File: config.mk
export PLATFORM = sky130hd
export DESIGN_NAME = if_fetch_stage
export DESIGN_NICKNAME = d
export VERILOG_FILES = /design/src/rtl/if_fetch_stage.sv
export SDC_FILE = /design/constraint.sdc
export NUM_CORES = 1
export LEC_CHECK = 0
export ABC_AREA = 0
export BUFFER_PORTS_ARGS = -buffer_cell sky130_fd_sc_hd__buf_2
export CORE_MARGIN = 2
export CORE_UTILIZATION = 30
export DETAILED_ROUTE_END_ITERATION = 12
export GPL_TIMING_DRIVEN = 0
export PLACE_DENSITY_LB_ADDON = 0.2
export SETUP_SLACK_MARGIN = 0.15
export SYNTH_ARGS = -nofsm -noshare
export SYNTH_HDL_FRONTEND = slang
export SYNTH_SLANG_ARGS = --single-unit
File: constraint.sdc
create_clock -name clk_i -period 4.5 [get_ports clk_i]
set_clock_uncertainty 0.05 [all_clocks]
set_input_delay 0.9 -clock clk_i [delete_from_list [all_inputs] [get_ports clk_i]]
set_output_delay 0.9 -clock clk_i [all_outputs]
set_load 0.01 [all_outputs]
File: src/rtl/if_fetch_stage.sv
// Instruction fetch stage: PC register, next-PC selection and the IF/ID pipeline
// register, with saturating debug counters for IF/ID stall and flush cycles.
module if_fetch_stage #(
    parameter logic [31:0] RESET_PC = 32'h0000_0000,
    parameter int          CNT_W    = 16
) (
    input  logic             clk_i,
    input  logic             rst_i,
    input  logic             PC_Write_i,
    input  logic             IF_Write_i,
    input  logic             IF_Flush_i,
    input  logic             branch_taken_i,
    input  logic [31:0]      branch_target_i,
    input  logic [31:0]      imem_data_i,
    output logic [31:0]      imem_addr_o,
    output logic [31:0]      IF_ID_instr_o,
    output logic [31:0]      IF_ID_pc4_o,
    output logic             IF_ID_valid_o,
    output logic [4:0]       IF_ID_RS_addr_o,
    output logic [4:0]       IF_ID_RT_addr_o,
    output logic [CNT_W-1:0] stall_cnt_o,
    output logic [CNT_W-1:0] flush_cnt_o
);

    localparam logic [CNT_W-1:0] CNT_MAX = {CNT_W{1'b1}};

    logic [31:0]      r_pc;
    logic [31:0]      r_instr;
    logic [31:0]      r_pc4;
    logic             r_valid;
    logic [CNT_W-1:0] r_stall_cnt;
    logic [CNT_W-1:0] r_flush_cnt;
    logic [31:0]      w_pc4;
    logic [31:0]      w_target;

    assign w_pc4    = r_pc + 32'd4;
    // Targets are word aligned; the low two bits are forced to zero.
    assign w_target = branch_target_i & ~32'd3;

    // PC register: branch redirect beats PC_Write so a redirect survives the flush stall.
    always_ff @(posedge clk_i) begin
        if (rst_i) begin
            r_pc <= RESET_PC;
        end else if (branch_taken_i) begin
            r_pc <= w_target;
        end else if (PC_Write_i) begin
            r_pc <= w_pc4;
        end else begin
            r_pc <= r_pc;
        end
    end

    // IF/ID register: flush inserts a bubble and wins over a simultaneous write.
    always_ff @(posedge clk_i) begin
        if (rst_i || IF_Flush_i) begin
            r_instr <= 32'd0;
            r_pc4   <= 32'd0;
            r_valid <= 1'b0;
        end else if (IF_Write_i) begin
            r_instr <= imem_data_i;
            r_pc4   <= w_pc4;
            r_valid <= 1'b1;
        end else begin
            r_instr <= r_instr;
            r_pc4   <= r_pc4;
            r_valid <= r_valid;
        end
    end

    // Saturating debug counters; a stall cycle is one where IF/ID neither loads nor flushes.
    always_ff @(posedge clk_i) begin
        if (rst_i) begin
            r_stall_cnt <= {CNT_W{1'b0}};
            r_flush_cnt <= {CNT_W{1'b0}};
        end else begin
            if (!IF_Write_i && !IF_Flush_i && (r_stall_cnt != CNT_MAX)) begin
                r_stall_cnt <= r_stall_cnt + {{(CNT_W-1){1'b0}}, 1'b1};
            end else begin
                r_stall_cnt <= r_stall_cnt;
            end
            if (IF_Flush_i && (r_flush_cnt != CNT_MAX)) begin
                r_flush_cnt <= r_flush_cnt + {{(CNT_W-1){1'b0}}, 1'b1};
            end else begin
                r_flush_cnt <= r_flush_cnt;
            end
        end
    end

    assign imem_addr_o     = r_pc;
    assign IF_ID_instr_o   = r_instr;
    assign IF_ID_pc4_o     = r_pc4;
    assign IF_ID_valid_o   = r_valid;
    assign IF_ID_RS_addr_o = r_instr[25:21];
    assign IF_ID_RT_addr_o = r_instr[20:16];
    assign stall_cnt_o     = r_stall_cnt;
    assign flush_cnt_o     = r_flush_cnt;

endmodule

======== Yosys cells after proc, flatten, opt, wreduce, memory -nomap -nowiden ========
Cells that the tools add are included.
storage, ports and cells
  register bits ........................... 129
  output and inout port bits .............. 139
  input port bits ......................... 70
cells by class
  multiplexer cells ....................... 2
  equal/unequal tests ..................... 2
  reduce and logical (&&, ||, !) cells .... 8
  $add $sub $neg .......................... 3
operator list
  cell                     count
  $mux W32                 2
  $add A16 B1 Y16 const B  2
  $add A32 B3 Y32 const B  1
  $ne A16 B16 Y1 const B   2
  $logic_and A1 B1 Y1      3
  $logic_not A1 Y1         2
  $reduce_bool A2 Y1       1
  $reduce_or A2 Y1         1
  $logic_or A1 B1 Y1       1

======== Logic depth before layout (Yosys ltp) ========
  depth in word-level cells ............... 3
  depth in mapped cells ................... 7
  depth with buffers taken out ............ 6

======== Worst setup path before layout ========
OpenSTA, ideal clock, no wires.
  path type ............................... input to register
  start point ............................. in IF_Flush_i
  end point ............................... reg r_stall_cnt[9] (netlist: stall_cnt_o[9])
  stages on the path ...................... 5
  data required time ...................... 4.329 ns
  path slack .............................. 2.165 ns
  data arrival time ....................... 2.164 ns
  path buffers ............................ 1
  path through ............................ clkbuf_1 -> nor2_1 -> o21ai_1 -> nor4_1 -> mux2_2
between the ends
  word-level cells in the longest chain between the ends .. 3
RTL lines
  item                               RTL line  RTL
  start: declaration                 11        input logic IF_Flush_i,
  $logic_not A1 Y1                   76        if (!IF_Write_i && !IF_Flush_i && (r_stall_cnt != CNT_MAX)) begin
  $logic_and A1 B1 Y1 (2 in series)  76
  end signal: assignment             73        r_stall_cnt <= {CNT_W{1'b0}};
  end signal: assignment             77        r_stall_cnt <= r_stall_cnt + {{(CNT_W-1){1'b0}}, 1'b1};
  end signal: assignment             79        r_stall_cnt <= r_stall_cnt;
  end: declaration                   31        logic [CNT_W-1:0] r_stall_cnt;
Every way passes these cells.
A chain may end at the register's enable or synchronous reset.

======== Worst setup path after layout ========
  start point ............................. reg r_pc[2] (netlist: imem_addr_o[2])
  end point ............................... reg r_pc[30] (netlist: imem_addr_o[30])
between the ends
  word-level cells in the longest chain between the ends .. 3
RTL lines
  item                      RTL line  RTL
  start: declaration        27        logic [31:0] r_pc;
  start signal: assignment  45        r_pc <= w_target;
  start signal: assignment  47        r_pc <= w_pc4;
  start signal: assignment  49        r_pc <= r_pc;
  $add A32 B3 Y32           36        assign w_pc4 = r_pc + 32'd4;
  $mux W32                  46        end else if (PC_Write_i) begin
  $mux W32                  44        end else if (branch_taken_i) begin
Every way passes these cells. The select of a mux whose other input is x is not followed.

==> results.md <==
* Outcome: finished, final reports clean
* Post-CTS Setup Inserts at 0
* Drt drc at 0
* Post-CTS Hold Fix Bufs at 0
* Most frequent cells in the layout: 205 x buf_2, 125 x dfxtp_1, 113 x nor2_1, 42 x a21oi_1, 39 x xor2_1
* Crit path required time at 4780 ps
* Final core occ at 0.405
* Total Power at 2900 µW
* Via count at 5649
* Initial Utilization at 0.304
* Detailed placement HPWL at 14.0 mm
* Synth-to-layout area growth at 33.3%
* Worst slew pin tran at 797 ps
* Slew headroom at 0.464
* Clk buf depth at 2
* Die width at 144 µm
* XOR/XNOR share of the synthesized area at 0.101
* Fraction of the mapped netlist area in adder cells at 0.00637
* # resized after CTS at 0
* NumNets Final at 974
* Setup_tns at 0 ps
* Die ar. at 20800 µm²
* Hold/Removal Path Class: reg -> reg
* Clock-pin slew on the worst setup and hold paths at 60 ps
* Largest family of logic cells by synthesized area: simple AND/OR/NAND/NOR gates
* Final WL at 18.6 mm
* Synth Warn # at 0
* Crit path kind: reg -> reg
* Synth top area share at 0.425
* TritonCTS Sinks at 125
* Post-synthesis compound-gate area fraction at 0.115
* Period utilization at 0.567
* CTS tree: done
* Mux contribution to synthesized area at 0.0647
* Max Slew Vio Count at 0
* Core footprint at 19400 µm²
* Crit start category: flop
* First-pass GRT wire length at 28.0 mm
* Crit path DAT at 2830 ps
* Hold Vio Cnt, Final at 0
* Global route overflow at 0
* Simple-Gate Fraction of Synth Area at 0.231
* PwrDens at 369 nW/µm²
* Initial antenna violation count at 4
* Final WS setup at 1950 ps
* Fmax at 392 MHz
* Slowest-stage cell, CP: nor4_2
* Antenna Nets Post-Route at 0
* Starting DRT DRC Count at 256
* Syn Std Cell Area at 5890 µm²
* Total track usage at 0.176
* Port buffer count at 200
* Clock root buffer: clkbuf_16
* CTS Buf Count at 17
* Area leader, netlist: dfxtp_1
* Commonest non-fill, non-tap cell in the layout: buf_2
* Maximum vdd drop at 0.279 mV
* P_leak at 0.00339 µW
* Maximum fanout along the worst path at 10
* Sequential fraction of the synthesis area at 0.425
* RSZ-0062 raised after global routing: no
* Drt wl/cell at 15.8 µm
* # rows at 51
* Unique masters post-synth at 47
* Top Ports at 209
* Post-Syn Instances at 679
* Synth Register Bits at 125
* Worst setup EP type: flop
* Number of global-route vias before repair at 5048
* Routability cong. at 0.824
* Largest cells by area after synthesis: dfxtp_1 42%, nor2_1 7.2%, mux2i_1 6.3%, xor2_1 5.8%, xnor2_1 4.3%
* Avg Cell Area, Syn at 8.68 µm²
* 1st-pass router iterations at 6
* Place WS at 1720 ps
* Worst stage delay on the critical path at 720 ps
* Largest net degree at the start of global routing at 17
* Setup violators final at 0
* MaxCap Viol Count at 0
* Via density per instance at 4.78
* Skew-Pair Late Insertion Delay at 420 ps
* Critical path cell sequence: ha_1 > nand3_2 > buf_6 > nor4_2 > nand4_1 > xor2_1 > a211oi_1
* Die Y at 144 µm
* Final min period at 2550 ps
* H-tree levels at 4
* Layout cell share with drive strength beyond 1 at 0.299
[area by class of cell]
type / count / area, µm²
fillers: 2089 / 11500
clock buffers: 17 / 425
multi-input cells: 491 / 3070
flip-flops and latches: 125 / 2500
repair buffers: 200 / 1000
plain buffers: 58 / 299
well taps: 265 / 332
diodes: 2 / 5.00
clock inverters: 15 / 186
inverters: 8 / 30.0
[flip-flops by register name, summed over array words and instances, names as in the netlist]
name / flops
stall_cnt_o: 16
imem_addr_o: 30
IF_ID_pc4_o: 30
flush_cnt_o: 16
IF_ID_valid_o: 1
IF_ID_instr_o: 32
[power breakdown]
group          internal [µW]  switching, µW
Combinational            118            164
Sequential              1150           42.8
Clock                    879            546
[critical path: cells and delay by family (launching register included)]
kind | cells | cell delay [ps]
simple gates | 3 | 1050
flops | 1 | 480
fa+ha+maj | 1 | 320
compound gates | 1 | 220
xor+xnor | 1 | 190
buf+inv | 1 | 160
[cell usage after synthesis (all sizes together)]
cell type,number
clkinv,1
buf,29
nor4,11
dfxtp,125
nor2,113
o211ai,3
a21oi,42
o22ai,2
nor3,20
nor2b,1
a211oi,23
clkbuf,29
nand3,25
conb,1
nand2b,1
nand2,27
ha,3
o2111ai,2
inv,7
or3,7
and4,9
and2,2
xnor2,29
mux2,1
nand4,29
xor2,39
o21bai,1
a221oi,2
or4,7
and3,9
a31oi,2
mux2i,37
o21ai,32
or2,3
o31ai,1
a311oi,4
[stage by stage]
| step | instances | cell area, µm² | hold WS (ps) |
|---|---|---|---|
| final | 1181 | 7860 | 422 |
| after global routing | 1179 | 7850 | 450 |
| after detailed placement | 1147 | 7240 | 413 |
| after CTS | 1179 | 7850 | 426 |
| after global placement | 1147 | 7240 | 392 |
| after floorplan | 682 | 5910 | 440 |
[final timing paths]
check / startpoint / end / slack (ps) / cells past startpoint
worst max-delay path: imem_addr_o[2] / imem_addr_o[30] / 1950 / 7
worst min-delay path: IF_ID_valid_o / IF_ID_valid_o / 420 / 2
worst max register to register: imem_addr_o[2] / imem_addr_o[30] / 1950 / 7
worst min register to register: IF_ID_valid_o / IF_ID_valid_o / 420 / 2
[routing by layer]
layer / vias up / GRT usage / share of wire
met5: - / 0 / 0.0014
met3: 25 / 0.0447 / 0.059
met2: 153 / 0.263 / 0.44
met4: 4 / 0.0797 / 0.022
met1: 2625 / 0.240 / 0.47
li1: 2842 / - / -
[cell families (layout without fill, tap and decap cells)]
family | Yosys count | in the layout
simple gates | 264 | 264
flops | 125 | 125
compound gates | 114 | 114
xor+xnor | 68 | 68
buf+inv | 66 | 298
mux | 38 | 38
fa+ha+maj | 3 | 3
other cells | 1 | 6
Power figures use the tool's default switching activity.
